[src/rtl/multicycle_sequencer_if.sv]
// Control bus between the multicycle sequencer and the datapath: instruction fields and
// handshake in, mux/enable strobes out.
interface multicycle_sequencer_if;
  logic [1:0] Op;
  logic       Inmed;
  logic [3:0] func;
  logic       CondEx;
  logic       MemReady;

  logic       MemReq;
  logic       AdrSrc;
  logic       IRWrite;
  logic       PCWrite;
  logic       PCSrc;
  logic       RegWrite;
  logic       MemWrite;
  logic       MemtoReg;
  logic       ALUSrc;
  logic       FlagW;
  logic [3:0] ALUControl;
  logic       Fault;

  modport master (
    input  Op, Inmed, func, CondEx, MemReady,
    output MemReq, AdrSrc, IRWrite, PCWrite, PCSrc, RegWrite, MemWrite, MemtoReg,
           ALUSrc, FlagW, ALUControl, Fault
  );

  modport slave (
    output Op, Inmed, func, CondEx, MemReady,
    input  MemReq, AdrSrc, IRWrite, PCWrite, PCSrc, RegWrite, MemWrite, MemtoReg,
           ALUSrc, FlagW, ALUControl, Fault
  );
endinterface

[src/rtl/multicycle_sequencer.sv]
// Multicycle FETCH/DECODE/EXEC/MEM/WB control sequencer with memory wait timeout.
// Optional MULTICYCLE_PERF_CNT_EN adds RetireCnt/StallCnt performance counters.
module multicycle_sequencer #(
  parameter int WAIT_MAX = 15
) (
  input  logic                   clk,
  input  logic                   rst,
  multicycle_sequencer_if.master bus
`ifdef MULTICYCLE_PERF_CNT_EN
  ,
  output logic [15:0]            RetireCnt,
  output logic [15:0]            StallCnt
`endif
);

  typedef enum logic [3:0] {
    S_FETCH   = 4'd0,
    S_DECODE  = 4'd1,
    S_EXEC    = 4'd2,
    S_ALU_WB  = 4'd3,
    S_MEM_ADR = 4'd4,
    S_MEM_RD  = 4'd5,
    S_MEM_WB  = 4'd6,
    S_MEM_WR  = 4'd7,
    S_BRANCH  = 4'd8,
    S_FAULT   = 4'd9
  } state_t;

  localparam logic [3:0] FN_CMP  = 4'b1001;
  localparam logic [3:0] ALU_ADD = 4'b0000;
  localparam logic [8:0] WAIT_LIM = 9'(WAIT_MAX);

  state_t     r_state;
  state_t     w_next;
  logic [7:0] r_wcnt;
  logic       w_timeout;

  logic       w_memreq, w_adrsrc, w_irwrite, w_pcwrite, w_pcsrc, w_regwrite;
  logic       w_memwrite, w_memtoreg, w_alusrc, w_flagw, w_fault;
  logic [3:0] w_aluctl;

  // Fault when this wait cycle would be the WAIT_MAX-th consecutive one; a ready wins.
  assign w_timeout = ({1'b0, r_wcnt} + 9'd1) >= WAIT_LIM;

  always_comb begin
    w_next     = r_state;
    w_memreq   = 1'b0;
    w_adrsrc   = 1'b0;
    w_irwrite  = 1'b0;
    w_pcwrite  = 1'b0;
    w_pcsrc    = 1'b0;
    w_regwrite = 1'b0;
    w_memwrite = 1'b0;
    w_memtoreg = 1'b0;
    w_alusrc   = 1'b0;
    w_flagw    = 1'b0;
    w_fault    = 1'b0;
    w_aluctl   = ALU_ADD;
    case (r_state)
      S_FETCH: begin
        w_memreq = 1'b1;
        if (bus.MemReady) begin
          w_irwrite = 1'b1;
          w_pcwrite = 1'b1;
          w_next    = S_DECODE;
        end else if (w_timeout) begin
          w_next = S_FAULT;
        end
      end
      S_DECODE: begin
        case (bus.Op)
          2'b00:   w_next = S_EXEC;
          2'b11:   w_next = S_BRANCH;
          default: w_next = S_MEM_ADR;
        endcase
      end
      S_EXEC: begin
        w_aluctl = bus.func;
        w_alusrc = bus.Inmed;
        if (bus.func == FN_CMP) begin
          w_flagw = bus.CondEx;
          w_next  = S_FETCH;
        end else begin
          w_next = S_ALU_WB;
        end
      end
      S_ALU_WB: begin
        w_aluctl   = bus.func;
        w_alusrc   = bus.Inmed;
        w_regwrite = bus.CondEx;
        w_next     = S_FETCH;
      end
      S_MEM_ADR: begin
        w_alusrc = bus.Inmed;
        w_next   = (bus.Op == 2'b10) ? S_MEM_WR : S_MEM_RD;
      end
      S_MEM_RD: begin
        w_memreq = 1'b1;
        w_adrsrc = 1'b1;
        if (bus.MemReady)  w_next = S_MEM_WB;
        else if (w_timeout) w_next = S_FAULT;
      end
      S_MEM_WB: begin
        w_memtoreg = 1'b1;
        w_regwrite = bus.CondEx;
        w_next     = S_FETCH;
      end
      S_MEM_WR: begin
        // A condition-failed store never touches memory.
        if (!bus.CondEx) begin
          w_next = S_FETCH;
        end else begin
          w_memreq   = 1'b1;
          w_adrsrc   = 1'b1;
          w_memwrite = 1'b1;
          if (bus.MemReady)  w_next = S_FETCH;
          else if (w_timeout) w_next = S_FAULT;
        end
      end
      S_BRANCH: begin
        w_alusrc  = 1'b1;
        w_pcsrc   = 1'b1;
        w_pcwrite = bus.CondEx;
        w_next    = S_FETCH;
      end
      S_FAULT: w_fault = 1'b1;
      default: w_next = S_FETCH;
    endcase
  end

  always_ff @(posedge clk) begin
    if (rst) begin
      r_state <= S_FETCH;
      r_wcnt  <= 8'd0;
    end else begin
      r_state <= w_next;
      if (w_next != r_state || bus.MemReady) r_wcnt <= 8'd0;
      else if (w_memreq)                     r_wcnt <= r_wcnt + 8'd1;
    end
  end

  assign bus.MemReq     = w_memreq   & ~rst;
  assign bus.AdrSrc     = w_adrsrc   & ~rst;
  assign bus.IRWrite    = w_irwrite  & ~rst;
  assign bus.PCWrite    = w_pcwrite  & ~rst;
  assign bus.PCSrc      = w_pcsrc    & ~rst;
  assign bus.RegWrite   = w_regwrite & ~rst;
  assign bus.MemWrite   = w_memwrite & ~rst;
  assign bus.MemtoReg   = w_memtoreg & ~rst;
  assign bus.ALUSrc     = w_alusrc   & ~rst;
  assign bus.FlagW      = w_flagw    & ~rst;
  assign bus.Fault      = w_fault    & ~rst;
  assign bus.ALUControl = rst ? 4'b0000 : w_aluctl;

`ifdef MULTICYCLE_PERF_CNT_EN
  logic [15:0] r_retire;
  logic [15:0] r_stall;

  // FAULT has no exits and no requests, so both counters freeze there naturally.
  always_ff @(posedge clk) begin
    if (rst) begin
      r_retire <= 16'd0;
      r_stall  <= 16'd0;
    end else begin
      if (w_next == S_FETCH && r_state != S_FETCH) r_retire <= r_retire + 16'd1;
      if (w_memreq && !bus.MemReady && r_stall != 16'hFFFF) r_stall <= r_stall + 16'd1;
    end
  end

  assign RetireCnt = rst ? 16'd0 : r_retire;
  assign StallCnt  = rst ? 16'd0 : r_stall;
`endif

endmodule

[src/flat_wrapper.sv]
// flat-port wrapper written by rule: the top's interface ports become plain ports
module multicycle_sequencer_flat 
#(
  parameter int WAIT_MAX = 15
)
  (clk, rst, bus_Op, bus_Inmed, bus_func, bus_CondEx, bus_MemReady, bus_MemReq, bus_AdrSrc, bus_IRWrite, bus_PCWrite, bus_PCSrc, bus_RegWrite, bus_MemWrite, bus_MemtoReg, bus_ALUSrc, bus_FlagW, bus_ALUControl, bus_Fault);
  multicycle_sequencer_if bus_i ();
  input  logic clk;
  input  logic rst;
  input wire logic [$bits(bus_i.Op)-1:0] bus_Op;
  input wire logic [$bits(bus_i.Inmed)-1:0] bus_Inmed;
  input wire logic [$bits(bus_i.func)-1:0] bus_func;
  input wire logic [$bits(bus_i.CondEx)-1:0] bus_CondEx;
  input wire logic [$bits(bus_i.MemReady)-1:0] bus_MemReady;
  output wire logic [$bits(bus_i.MemReq)-1:0] bus_MemReq;
  output wire logic [$bits(bus_i.AdrSrc)-1:0] bus_AdrSrc;
  output wire logic [$bits(bus_i.IRWrite)-1:0] bus_IRWrite;
  output wire logic [$bits(bus_i.PCWrite)-1:0] bus_PCWrite;
  output wire logic [$bits(bus_i.PCSrc)-1:0] bus_PCSrc;
  output wire logic [$bits(bus_i.RegWrite)-1:0] bus_RegWrite;
  output wire logic [$bits(bus_i.MemWrite)-1:0] bus_MemWrite;
  output wire logic [$bits(bus_i.MemtoReg)-1:0] bus_MemtoReg;
  output wire logic [$bits(bus_i.ALUSrc)-1:0] bus_ALUSrc;
  output wire logic [$bits(bus_i.FlagW)-1:0] bus_FlagW;
  output wire logic [$bits(bus_i.ALUControl)-1:0] bus_ALUControl;
  output wire logic [$bits(bus_i.Fault)-1:0] bus_Fault;
  assign bus_i.Op = bus_Op;
  assign bus_i.Inmed = bus_Inmed;
  assign bus_i.func = bus_func;
  assign bus_i.CondEx = bus_CondEx;
  assign bus_i.MemReady = bus_MemReady;
  assign bus_MemReq = bus_i.MemReq;
  assign bus_AdrSrc = bus_i.AdrSrc;
  assign bus_IRWrite = bus_i.IRWrite;
  assign bus_PCWrite = bus_i.PCWrite;
  assign bus_PCSrc = bus_i.PCSrc;
  assign bus_RegWrite = bus_i.RegWrite;
  assign bus_MemWrite = bus_i.MemWrite;
  assign bus_MemtoReg = bus_i.MemtoReg;
  assign bus_ALUSrc = bus_i.ALUSrc;
  assign bus_FlagW = bus_i.FlagW;
  assign bus_ALUControl = bus_i.ALUControl;
  assign bus_Fault = bus_i.Fault;
  multicycle_sequencer #(.WAIT_MAX(WAIT_MAX)) u_core (.clk(clk), .rst(rst), .bus(bus_i));
endmodule
[config.mk]
export PLATFORM = sky130hd
export DESIGN_NAME = multicycle_sequencer_flat
export DESIGN_NICKNAME = d
export VERILOG_FILES = /design/src/rtl/multicycle_sequencer_if.sv /design/src/rtl/multicycle_sequencer.sv /design/src/flat_wrapper.sv
export SDC_FILE = /design/constraint.sdc
export NUM_CORES = 1
export LEC_CHECK = 0
export ABC_AREA = 1
export CAP_MARGIN = 10
export CORE_MARGIN = 1.5
export CORE_UTILIZATION = 30
export CTS_CLUSTER_SIZE = 10
export DETAILED_ROUTE_END_ITERATION = 6
export GPL_TIMING_DRIVEN = 0
export HOLD_SLACK_MARGIN = 0.12
export PLACE_DENSITY_LB_ADDON = 0.12
export SLEW_MARGIN = 10
export SYNTH_ARGS = -nofsm -noshare
export SYNTH_HDL_FRONTEND = slang
export SYNTH_SLANG_ARGS = --single-unit
[constraint.sdc]
create_clock -name clk -period 4.1 [get_ports clk]
set_input_delay 0.82 -clock clk [delete_from_list [all_inputs] [get_ports clk]]
set_output_delay 0.82 -clock clk [all_outputs]
set_load 0.01 [all_outputs]
# After elaboration in Yosys (flattened, before gate mapping)
# Index checks and enable logic that the tools add are counted.
# W data, S select, Z words.
word_totals:
  mem_count: 0
  out_inout_bits: 15
  ramBits: 0
  regBits: 12
  latchBits: 0
  elab_cells: 63
  inputBits: 11
  romBits: 0
op_classes:
  n_bitwise: 12
  shifts: 0
  n_addsub: 2
  n_mux: 25
  n_reduce_logical: 8
  magnitude_cmp: 1
  n_eq_ne: 13
  n_div: 0
  mul: 0
op_table:
  columns: ["cell", "n"]
  rows:
  - ["$mux W4", 7]
  - ["$pmux W4 S7", 1]
  - ["$eq A4 B3 Y1 const B", 4]
  - ["$eq A4 B4 Y1 const B", 3]
  - ["$and A1 B1 Y1", 11]
  - ["$mux W1", 10]
  - ["$add A8 B1 Y9 const B", 1]
  - ["$ge A9 B4 Y1 const B", 1]
  - ["$add A8 B1 Y8 const B", 1]
  - ["$eq A4 B2 Y1 const B", 2]
  - ["$pmux W1 S2", 4]
  - ["$pmux W4 S2", 1]
  - ["$reduce_or A2 Y1", 4]
  - ["$eq A2 B2 Y1 const B", 2]
  - ["$eq A4 B1 Y1 const B", 1]
  - ["$logic_not A4 Y1", 1]
  - ["$mux W2", 2]
  - ["$ne A4 B4 Y1", 1]
  - ["$reduce_or A3 Y1", 1]
  - ["$logic_not A2 Y1", 1]
  - ["$logic_or A1 B1 Y1", 1]
  - ["$not A1 Y1", 1]

# Depth between registers and ports, before layout
depth:
  depth_word: 9
  mapped_depth: 16
  depth_no_buf: 16

# Worst setup path after synthesis
# Ideal clock, no wire load.
synth_path:
  kind: "input -> output"
  startpoint: "input rst"
  endpoint: "output bus_ALUControl[0]"
  stages: 3
  t_required_ns: 3.280
  path_buffers: 2
  t_arrival_ns: 1.492
  slack_ns: 1.788
  cell_sequence: "clkbuf_1 buf_1 nor2_1"
synth_via:
  elab_chain_len: 1
synth_rtl:
  columns: ["element", "line_no", "rtl"]
  rows:
  - ["start: declaration", "flat_wrapper.sv:9", "input logic rst;"]
  - ["$mux W4", "multicycle_sequencer.sv:153", "assign bus.ALUControl = rst ? 4'b0000 : w_aluctl;"]
  - ["end: declaration", "flat_wrapper.sv:25", "output wire logic [$bits(bus_i.ALUControl)-1:0] bus_ALUControl;"]
# Every way passes these cells.

# Worst setup path after layout
layout_path:
  startpoint: "input rst"
  endpoint: "output bus_IRWrite"
layout_via:
  elab_chain_len: 2
layout_rtl:
  columns: ["element", "line_no", "rtl"]
  rows:
  - ["$not A1 Y1", "multicycle_sequencer.sv:144", "assign bus.IRWrite = w_irwrite & ~rst;"]
  - ["$and A1 B1 Y1", "multicycle_sequencer.sv:144", null]
  - ["end: declaration", "flat_wrapper.sv:17", "output wire logic [$bits(bus_i.IRWrite)-1:0] bus_IRWrite;"]
# Every way passes these cells.

==> impl_metrics.csv <==
group,metric,value,unit
routing,viasPerCell,4.66,
sta,report.final.hold_viol_count,0,
pwr,p_total,0.772,mW
placement,post-place-ws,0.643,ns
synthesis,synth-edff-count,0,
sta,skew,0.00561,ns
placement,postPlaceCellArea,1400,sq um
outcome,status,"complete, no violations",
sta,worstMarginPinSlew,0.510,ns
cts,htree_levels,1,
global_routing,antenna_found_initial,0,
synthesis,synth_nets,203,
synthesis,synth.largest_area_cell,"dfxtp_1",
sta,setup_viol,0,
sta,period_share,84.7,%
die,die_area,4020,sq um
worst_setup_path,crit_chain,"clkdlybuf4s50_1 -> clkbuf_1 -> buf_1 -> nor2_1 -> clkdlybuf4s50_1",
routing,wl_per_cell,10.8,microns
global_routing,globalRouteOverflowTotal,0,
layout,drive_gt1_share,11.6,%
cts,clock-sinks,12,
worst_setup_path,worstPathRequired,3.28,ns
die,die_width,63.4,microns
die,rows,21,
routing,drt_pass1_iterations,4,
cts,cts_tree,"yes",
layout,fill_cells,395,
synthesis,synthDominantCellAreaShare,21.9,%
routing,drt_wl_total,2.81,mm
cts,clk_latency,0.27,ns
synthesis,synth_top_flop_cell,"dfxtp_1",
job,cap_violations,0,
worst_setup_path,worstSetupPathType,"in2out",
worst_setup_path,r2r.worst_path.cells,13,
layout,nNetsFinal,233,
global_routing,first_global_vias,1121,
cts,clkTransAtPathRegs,0.08,ns
pwr,pwr_density_cell,542,nW/um^2
placement,io_buffers,25,
worst_setup_path,crit_top_cell,"clkdlybuf4s50_1",
die,ios,26,
routing,drc,0,
die,die_h,63.4,microns
die,core,3420,sq um
worst_setup_path,crit_path_top_delay_cell,"clkdlybuf4s50_1",
layout,fin_util,41.7,%
placement,hpwl,2.29,mm
routing,final_antenna_net_count,0,
routing,dr_total_vias,1217,
worst_setup_path,crit_fanout,10,
worst_setup_path,worstPathArrival,2.65,ns
worst_setup_path,cp_slowest_stage_delay,0.49,ns
pwr,p_leak,0.594,nW
cts,ctsLongestPathBuffers,2,
layout,multi_input_area,742,sq um
die,initial_utilization,32.1,%
cts,cts_resized,0,
cts,cts_hold_buf,0,
synthesis,syn_inst,187,
global_routing,grt_max_degree,11,
worst_setup_path,crit_path_end_kind,"output port",
sta,fin_ws,0.629,ns
sta,clock.fmax,288,MHz
pwr,irDropWorstVdd,0.000215,V
synthesis,synth.distinct_cells,27,
sta,fin_crit,3.47,ns
global_routing,track_usage,15.0,%
synthesis,ys_warn_count,0,
placement,gp_congestion,0.888,
min_path,min_path_cells,4,
cts,cts_setup_buffers,0,
global_routing,grt_pass1_wl,4.87,mm
cts,root_buffer,"clkbuf_4",
sta,final.setup.tns,0,ns
layout,insertedDiodeCount,0,
synthesis,syn_avg_cell_area,5.85,sq um
sta,max_slew_margin,66.0,%
synthesis,async_reset_ff_share,0,%
cts,cts_buffers,3,
routing,drtIter0Drc,34,
layout,design_area,1430,sq um
layout,area_delta_synth_final,30.2,%
layout,regArea,240,sq um
synthesis,synth_area,1090,sq um
sta,rsz0062_at_grt,"false",
sta,slew_violations,0,
min_path,min-delay-path-class,"reg2reg",
synthesis,ys_ff_latch,12,
synthesis,yosysSeqAreaShare,21.9,%
worst_setup_path,startpoint_type,"input port",
synthesis,synth.area.top_cells,"dfxtp_1 (22%), nand2_1 (15%), nor2_1 (8.9%), inv_1 (8.2%), nand3_1 (7.8%)",
## routing by layer
metal / up-vias / global-route usage, % / wire (microns)
met5: - / 0 / 0
met4: 0 / 2.45 / 11
met3: 2 / 3.93 / 87
met2: 19 / 23.9 / 1280
met1: 534 / 20.6 / 1440
li1: 662 / - / -
## final timing paths
kind | slack [ns] | end | from
max reg2reg | 1.93 | u_core.r_wcnt[0]$_SDFFE_PP0P_ | u_core.r_wcnt[0]$_SDFFE_PP0P_
max | 0.63 | bus_IRWrite | rst
min reg2reg | 0.62 | u_core.r_wcnt[7]$_SDFFE_PP0P_ | u_core.r_wcnt[7]$_SDFFE_PP0P_
min | 0.62 | u_core.r_wcnt[7]$_SDFFE_PP0P_ | u_core.r_wcnt[7]$_SDFFE_PP0P_
## synth_stat cells (2+ instances only)
| cell type | number |
|---|---|
| a21oi_1 | 9 |
| dfxtp_1 | 12 |
| ha_1 | 5 |
| inv_1 | 24 |
| inv_2 | 3 |
| nand2_1 | 43 |
| nand2_2 | 2 |
| nand3_1 | 17 |
| nor2_1 | 26 |
| nor2_2 | 13 |
| nor3_1 | 5 |
| nor4_1 | 3 |
| o21ai_0 | 10 |
| o21bai_1 | 2 |
## metrics by stage
step	cells	hold slack [ns]
3_3_place_gp	258	0.594
3_5_place_dp	258	0.605
4_1_cts	261	0.617
5_1_grt	261	0.651
2_1_floorplan	187	0.544
6_report	261	0.615
## sequential cells by signal (all words and copies together), names as in the netlist
| register | count |
|---|---|
| u_core.r_wcnt | 8 |
| u_core.r_state | 4 |
## critical path, delay by kind of cell
family | cells | cell delay [ns]
buffers and inverters | 4 | 1.74
and+or+nand+nor | 1 | 0.09
## layout make-up
type | instances | area share [%]
Tap cell | 46 | 4.04
Clock buffer | 3 | 1.58
Timing Repair Buffer | 25 | 17.6
Inverter | 28 | 7.37
Multi-Input combinational cell | 145 | 52.1
Buffer | 2 | 0.527
Sequential cell | 12 | 16.9
## cells in the final DEF (no fill, tap or decap), types with 2 or more instances in the layout
cell type	netlist	final
nor3_1	5	5
nor2_2	13	13
a21oi_1	9	9
clkbuf_4	0	3
nor4_1	3	3
dfxtp_1	12	12
nand2_1	43	43
nor2_1	26	26
nand3_1	17	17
ha_1	5	5
inv_2	3	3
nand2_2	2	2
clkdlybuf4s50_1	0	25
o21ai_0	10	10
o21bai_1	2	2
inv_1	24	24
## logic make-up after synthesis
kind of cell	Yosys count	synth area share [%]
AOI/OAI and AO/OA	25	12.7
adders and majority gates	5	5.71
and+or+nand+nor	114	48.6
DFF	12	21.9
buffers and inverters	30	10.3
xor gates and xnor gates	1	0.800
## report_power, final
| part | switching, mW | total [mW] | internal (mW) |
|---|---|---|---|
| Clock | 0.0398 | 0.0737 | 0.0340 |
| Sequential | 0.0389 | 0.183 | 0.144 |
| Combinational | 0.331 | 0.516 | 0.185 |
| Total | 0.409 | 0.772 | 0.363 |
No activity file was read; power rests on OpenSTA's default activity.
